`src/rtl/clk_edge_meter_pkg.sv`:
```
// Shared definitions for the slow-clock edge meter.
// Holds the meter FSM encoding and default widths.
package clk_edge_meter_pkg;

  localparam int CNT_W       = 27;
  localparam int TIMEOUT_DEF = 100000000;

  typedef enum logic [1:0] {
    WAIT_FIRST = 2'd0,
    MEASURE    = 2'd1,
    VALID      = 2'd2
  } meter_st_e;

endpackage

```
`src/rtl/sync_edge.sv`:
```
// Two-flop synchronizer plus history flop for a slow async input.
// Produces one-cycle rise/fall strobes and the synchronized level.
module sync_edge (
  input  logic i_clk,
  input  logic i_rst_n,
  input  logic i_d,
  output logic o_rise,
  output logic o_fall,
  output logic o_level
);

  logic r_s1;
  logic r_s2;
  logic r_s3;
  logic r_v1;
  logic r_v2;
  logic r_armed;

  // A rise only counts once a genuine low has been sampled after reset,
  // so an input already high at release cannot fake a rising edge.
  always_ff @(posedge i_clk or negedge i_rst_n) begin
    if (!i_rst_n) begin
      r_s1    <= 1'b0;
      r_s2    <= 1'b0;
      r_s3    <= 1'b0;
      r_v1    <= 1'b0;
      r_v2    <= 1'b0;
      r_armed <= 1'b0;
    end else begin
      r_s1    <= i_d;
      r_s2    <= r_s1;
      r_s3    <= r_s2;
      r_v1    <= 1'b1;
      r_v2    <= r_v1;
      r_armed <= r_armed | (r_v2 & ~r_s2);
    end
  end

  assign o_rise  = r_s2 & ~r_s3 & r_armed;
  assign o_fall  = ~r_s2 & r_s3;
  assign o_level = r_s2;

endmodule

```
`src/rtl/clk_edge_meter.sv`:
```
// Measures period and high time of a slow square wave in Clk cycles.
// Flags loss of the slow clock after TimeoutVal cycles without a rise.
module clk_edge_meter
  import clk_edge_meter_pkg::*;
#(
  parameter int TimeoutVal = TIMEOUT_DEF,
  parameter int CntW       = CNT_W
) (
  input  logic            Clk,
  input  logic            Rst,
  input  logic            SlowIn,
  output logic            Tick,
  output logic [CntW-1:0] Period,
  output logic [CntW-1:0] HighTime,
  output logic            PeriodValid,
  output logic            Timeout
);

  localparam logic [CntW-1:0] TO  = CntW'(TimeoutVal);
  localparam logic [CntW-1:0] ONE = CntW'(1);

  logic            w_rise;
  logic            w_fall;
  logic            w_level;
  logic            w_per_sat;
  logic            w_cap_per;
  logic            w_cap_hi;
  logic            w_to_hit;
  logic [CntW-1:0] w_per_inc;
  logic [CntW-1:0] w_hi_inc;
  meter_st_e       r_state;
  meter_st_e       w_state_nxt;
  logic [CntW-1:0] r_per_cnt;
  logic [CntW-1:0] r_hi_cnt;
  logic [CntW-1:0] r_period;
  logic [CntW-1:0] r_high;
  logic            r_tick;
  logic            r_timeout;

  sync_edge u_sync (
    .i_clk   (Clk),
    .i_rst_n (Rst),
    .i_d     (SlowIn),
    .o_rise  (w_rise),
    .o_fall  (w_fall),
    .o_level (w_level)
  );

  assign w_per_sat = (r_per_cnt == TO);
  assign w_per_inc = (&r_per_cnt) ? r_per_cnt : r_per_cnt + ONE;
  assign w_hi_inc  = (&r_hi_cnt) ? r_hi_cnt : r_hi_cnt + ONE;

  always_ff @(posedge Clk or negedge Rst) begin
    if (!Rst) begin
      r_per_cnt <= '0;
      r_hi_cnt  <= '0;
    end else begin
      if (w_rise) begin
        r_per_cnt <= '0;
      end else if (!w_per_sat) begin
        r_per_cnt <= r_per_cnt + ONE;
      end
      if (w_rise) begin
        r_hi_cnt <= '0;
      end else if (w_level && (r_hi_cnt != TO)) begin
        r_hi_cnt <= r_hi_cnt + ONE;
      end
    end
  end

  always_ff @(posedge Clk or negedge Rst) begin
    if (!Rst) r_state <= WAIT_FIRST;
    else      r_state <= w_state_nxt;
  end

  // A rise on the saturation cycle beats the timeout.
  always_comb begin
    w_state_nxt = r_state;
    w_cap_per   = 1'b0;
    w_cap_hi    = 1'b0;
    w_to_hit    = 1'b0;
    unique case (r_state)
      WAIT_FIRST: begin
        if (w_rise) w_state_nxt = MEASURE;
      end
      MEASURE, VALID: begin
        w_cap_hi = w_fall;
        if (w_rise) begin
          w_cap_per   = 1'b1;
          w_state_nxt = VALID;
        end else if (w_per_sat) begin
          w_to_hit    = 1'b1;
          w_state_nxt = WAIT_FIRST;
        end
      end
      default: w_state_nxt = WAIT_FIRST;
    endcase
  end

  always_ff @(posedge Clk or negedge Rst) begin
    if (!Rst) begin
      r_tick    <= 1'b0;
      r_period  <= '0;
      r_high    <= '0;
      r_timeout <= 1'b0;
    end else begin
      r_tick <= w_rise;
      if (w_cap_per) r_period <= w_per_inc;
      if (w_cap_hi)  r_high   <= w_hi_inc;
      if (w_rise)        r_timeout <= 1'b0;
      else if (w_to_hit) r_timeout <= 1'b1;
    end
  end

  assign Tick        = r_tick;
  assign Period      = r_period;
  assign HighTime    = r_high;
  assign PeriodValid = (r_state == VALID);
  assign Timeout     = r_timeout;

endmodule

```
`config.mk`:
```
export PLATFORM = sky130hd
export DESIGN_NAME = clk_edge_meter
export DESIGN_NICKNAME = d
export VERILOG_FILES = /design/src/rtl/clk_edge_meter_pkg.sv /design/src/rtl/sync_edge.sv /design/src/rtl/clk_edge_meter.sv
export SDC_FILE = /design/constraint.sdc
export NUM_CORES = 1
export LEC_CHECK = 0
export CORE_UTILIZATION = 35
export CTS_CLUSTER_DIAMETER = 100
export DETAILED_ROUTE_END_ITERATION = 8
export SYNTH_ARGS = -nofsm -noshare
export SYNTH_HDL_FRONTEND = slang
export SYNTH_SLANG_ARGS = --single-unit
```
`constraint.sdc`:
```
create_clock -name Clk -period 2.77 [get_ports Clk]
set_input_delay 0.277 -clock Clk [delete_from_list [all_inputs] [get_ports Clk]]
set_output_delay 0.277 -clock Clk [all_outputs]
set_load 0.005 [all_outputs]
```
==> reports/results.ini <==
[critical_path]
cp-endpoint = Period[25]
path_depth = 6
path_cells = ha_1 -> nand4_1 -> nor3_4 -> nand3_2 -> and2_1 -> a21oi_1
cp-end-kind = register
cp.required_ns = 3.10
max_stage_delay_ns = 0.42
worstReg2RegEnd = Period[25]
worstPathArrival_ns = 2.67
ff2ff_setup_slack_ns = 0.43
critPathLaunch = r_per_cnt[1]
path_max_fanout = 13
rr_startpoint = r_per_cnt[1]
reg2reg_depth = 6
cp_slowest_cell = dfrtp_1
crit_family = simple AND/OR/NAND/NOR gates
crit_type = register to register
critPathLaunchType = register
cp.buffers_inverters = 0

[global_route]
grt_max_degree = 47
antenna_found_initial = 0
grt_pass1_vias = 4544
grt_overflow = 0
grt.total_usage = 0.1737
grt_pass1_wl_mm = 22.67

[synth]
synthMuxAreaShare = 0.01261
synth.area.top_cells = dfrtp_1 (51%), nor2_1 (6.3%), a31oi_1 (4.7%)
synth_ff_type = dfrtp_1
synth_xor_area_frac = 0.07764
synth_fa_ha_area_frac = 0.01740
yosysTopAreaCellShare = 0.5133
syn-num-nets = 598
synth-edff-count = 0
synth-seq-cells = 118
syn_area_per_cell_sq_um = 9.801
async_flop_share = 1.000
yosysTopAreaCell = dfrtp_1
yosysWarnings = 0
synth-simple-area-share = 0.2084
synth-compound-area-share = 0.1305
syn-instance-count = 587
syn-cell-area_sq_um = 5753
ys_seq_area_frac = 0.5133
synth.distinct_cells = 53
synth_top_family_by_area = simple AND/OR/NAND/NOR gates

[clocking]
insertion_delay_ns = 0.41
cts_buffers = 17
htreeDepth = 4
clockBufferDepth = 2
clk_pin_slew_worst_paths_ns = 0.06
cts_tree = built
cts.sinks = 118
root_buffer = clkbuf_16

[hold_path]
hold_class = input pin to register
holdPathStages = 1

[timing]
fmax_mhz = 427.3
drv_slew = 0
worst_pin_slew_ns = 0.5557
skew_ns = 0.009421
post-route-period-util = 0.8448
fin_crit_ns = 2.340
rsz0062_at_grt = false
setup_viol = 0
finalSetupTns_ns = 0
timing_hold_violations_final = 0
slew_headroom = 0.6295

[floorplan]
ios = 60
fp-row-count = 46
die_h_microns = 130.2
core_area_sq_um = 15940
initial_core_util = 0.3609
die-area_sq_um = 16950
die_w_microns = 130.2

[route]
wl_mm = 13.29
drtIter0Drc = 187
drc = 0
drt_first_pass_iters = 5
viasPerCell = 5.210
ant_nets = 0
wl_per_cell_microns = 15.17
vias = 4564

[power_and_ir_drop]
leakagePower_nw = 2.989
total_power_mw = 6.328
p_per_area_nw_per_um2 = 882.2
ir_drop_mv = 0.4636

[placement]
port_buffers = 59
dp.final_hpwl_mm = 9.071
gp_congestion = 0.8669

[cells_and_area]
drive_gt1_frac = 0.09697
synthToLayoutAreaGrowth_pct = 24.68
nets = 658
diodes = 0

[flow_run]
drv_cap = 0

[status]
status = finished clean

## state kept, by name, summed over array words and instances (netlist names)
signal	count
HighTime	27
Period	27
r_hi_cnt	27
r_per_cnt	27
r_state	2
Tick	1
Timeout	1
u_sync.o_level	1
u_sync.r_armed	1
u_sync.r_s1	1
u_sync.r_s3	1
u_sync.r_v1	1
u_sync.r_v2	1
## per-layer routing
layer | GRT usage | vias up | share of wire | wire length, microns
li1 | - | 2204 | - | -
met1 | 0.2207 | 2206 | 0.46 | 6136
met2 | 0.2791 | 131 | 0.47 | 6224
met3 | 0.04223 | 23 | 0.051 | 673
met4 | 0.08003 | 0 | 0.019 | 255
met5 | 0 | - | 0 | 0
## worst min-delay path by stage
stage / from / endpoint
3_3_place_gp: Rst / Tick
3_5_place_dp: Rst / Period[22]
2_1_floorplan: Rst / HighTime[0]
4_1_cts: SlowIn / u_sync.r_s1
5_1_grt: SlowIn / u_sync.r_s1
6_report: SlowIn / u_sync.r_s1
## layout by cell type (no fill, tap or decap), types with 8 or more instances in the layout
cell type,count
ha_1,8
xnor2_1,22
dfrtp_1,118
clkbuf_16,17
inv_1,13
nor2_1,97
a21oi_1,20
o21ai_0,34
nand4_1,17
a31oi_1,43
clkdlybuf4s50_1,58
and3_1,11
xor2_1,29
nand3_1,29
buf_4,15
o31ai_1,15
nand2_1,28
## cells by family (layout without fill, tap and decap cells)
family                   Yosys count  count (layout)
adder cells (fa/ha/maj)            8               8
other                              1               1
AO/OA/AOI/OAI                    123             123
buffers and inverters             49             122
multiplexers                       7               7
flip-flops                       118             118
AND/OR/NAND/NOR                  230             230
XOR/XNOR                          51              51
## where the power goes
group / internal, mW / total, mW / switching (mW)
combinational: 1.02 / 1.74 / 0.722
sequential: 2.16 / 2.43 / 0.272
clock: 1.33 / 2.15 / 0.820
## Yosys cell counts, drive strengths merged, types with 7 or more instances
master and n:
buf 21, nor2 99, inv 13, a21oi 20
o31ai 15, xnor2 22, dfrtp 118, a31oi 43
and3 12, nor4 8, o21ai 34, nand2 28
nor3 7, nand4 19, xor2 29, nand3 30
ha 8, clkbuf 14
## final cells by class
cell class | instances | area [sq um]
fill | 1538 | 8770
sequential | 118 | 2953
multi-input combinational | 420 | 2574
timing repair buffer | 76 | 743.2
clock buffer | 18 | 429.2
tap | 216 | 270.3
clock inverter | 14 | 151.4
inverter | 14 | 52.55
## worst reg2reg max path, cell delays in order (launching register included)
cell,delay (ns)
dfrtp_1,0.42
ha_1,0.24
nand4_1,0.26
nor3_4,0.37
nand3_2,0.36
and2_1,0.40
a21oi_1,0.21
## timing repair
item / 4_1_cts / 5_1_grt
hold buffers: 1 / 0
resized for setup: 0 / 0
hold endpoints to repair: 40 / 0
setup buffers: 0 / 0
## per-stage QoR
stage               instance area (sq um)    util  hold WS, ns  setup slack (ns)  cells
floorplan                            5753       -     -0.01859            0.8322    587
global placement                     6583  0.4129       0.2944            0.5614    843
detailed placement                   6583  0.4129       0.2999            0.4344    843
CTS                                  7173  0.4499       0.3042            0.4189    876
global route                         7173  0.4499       0.3001            0.1996    876
finish                               7173  0.4499       0.3206            0.4300    876
(Power assumes the default switching activity.)
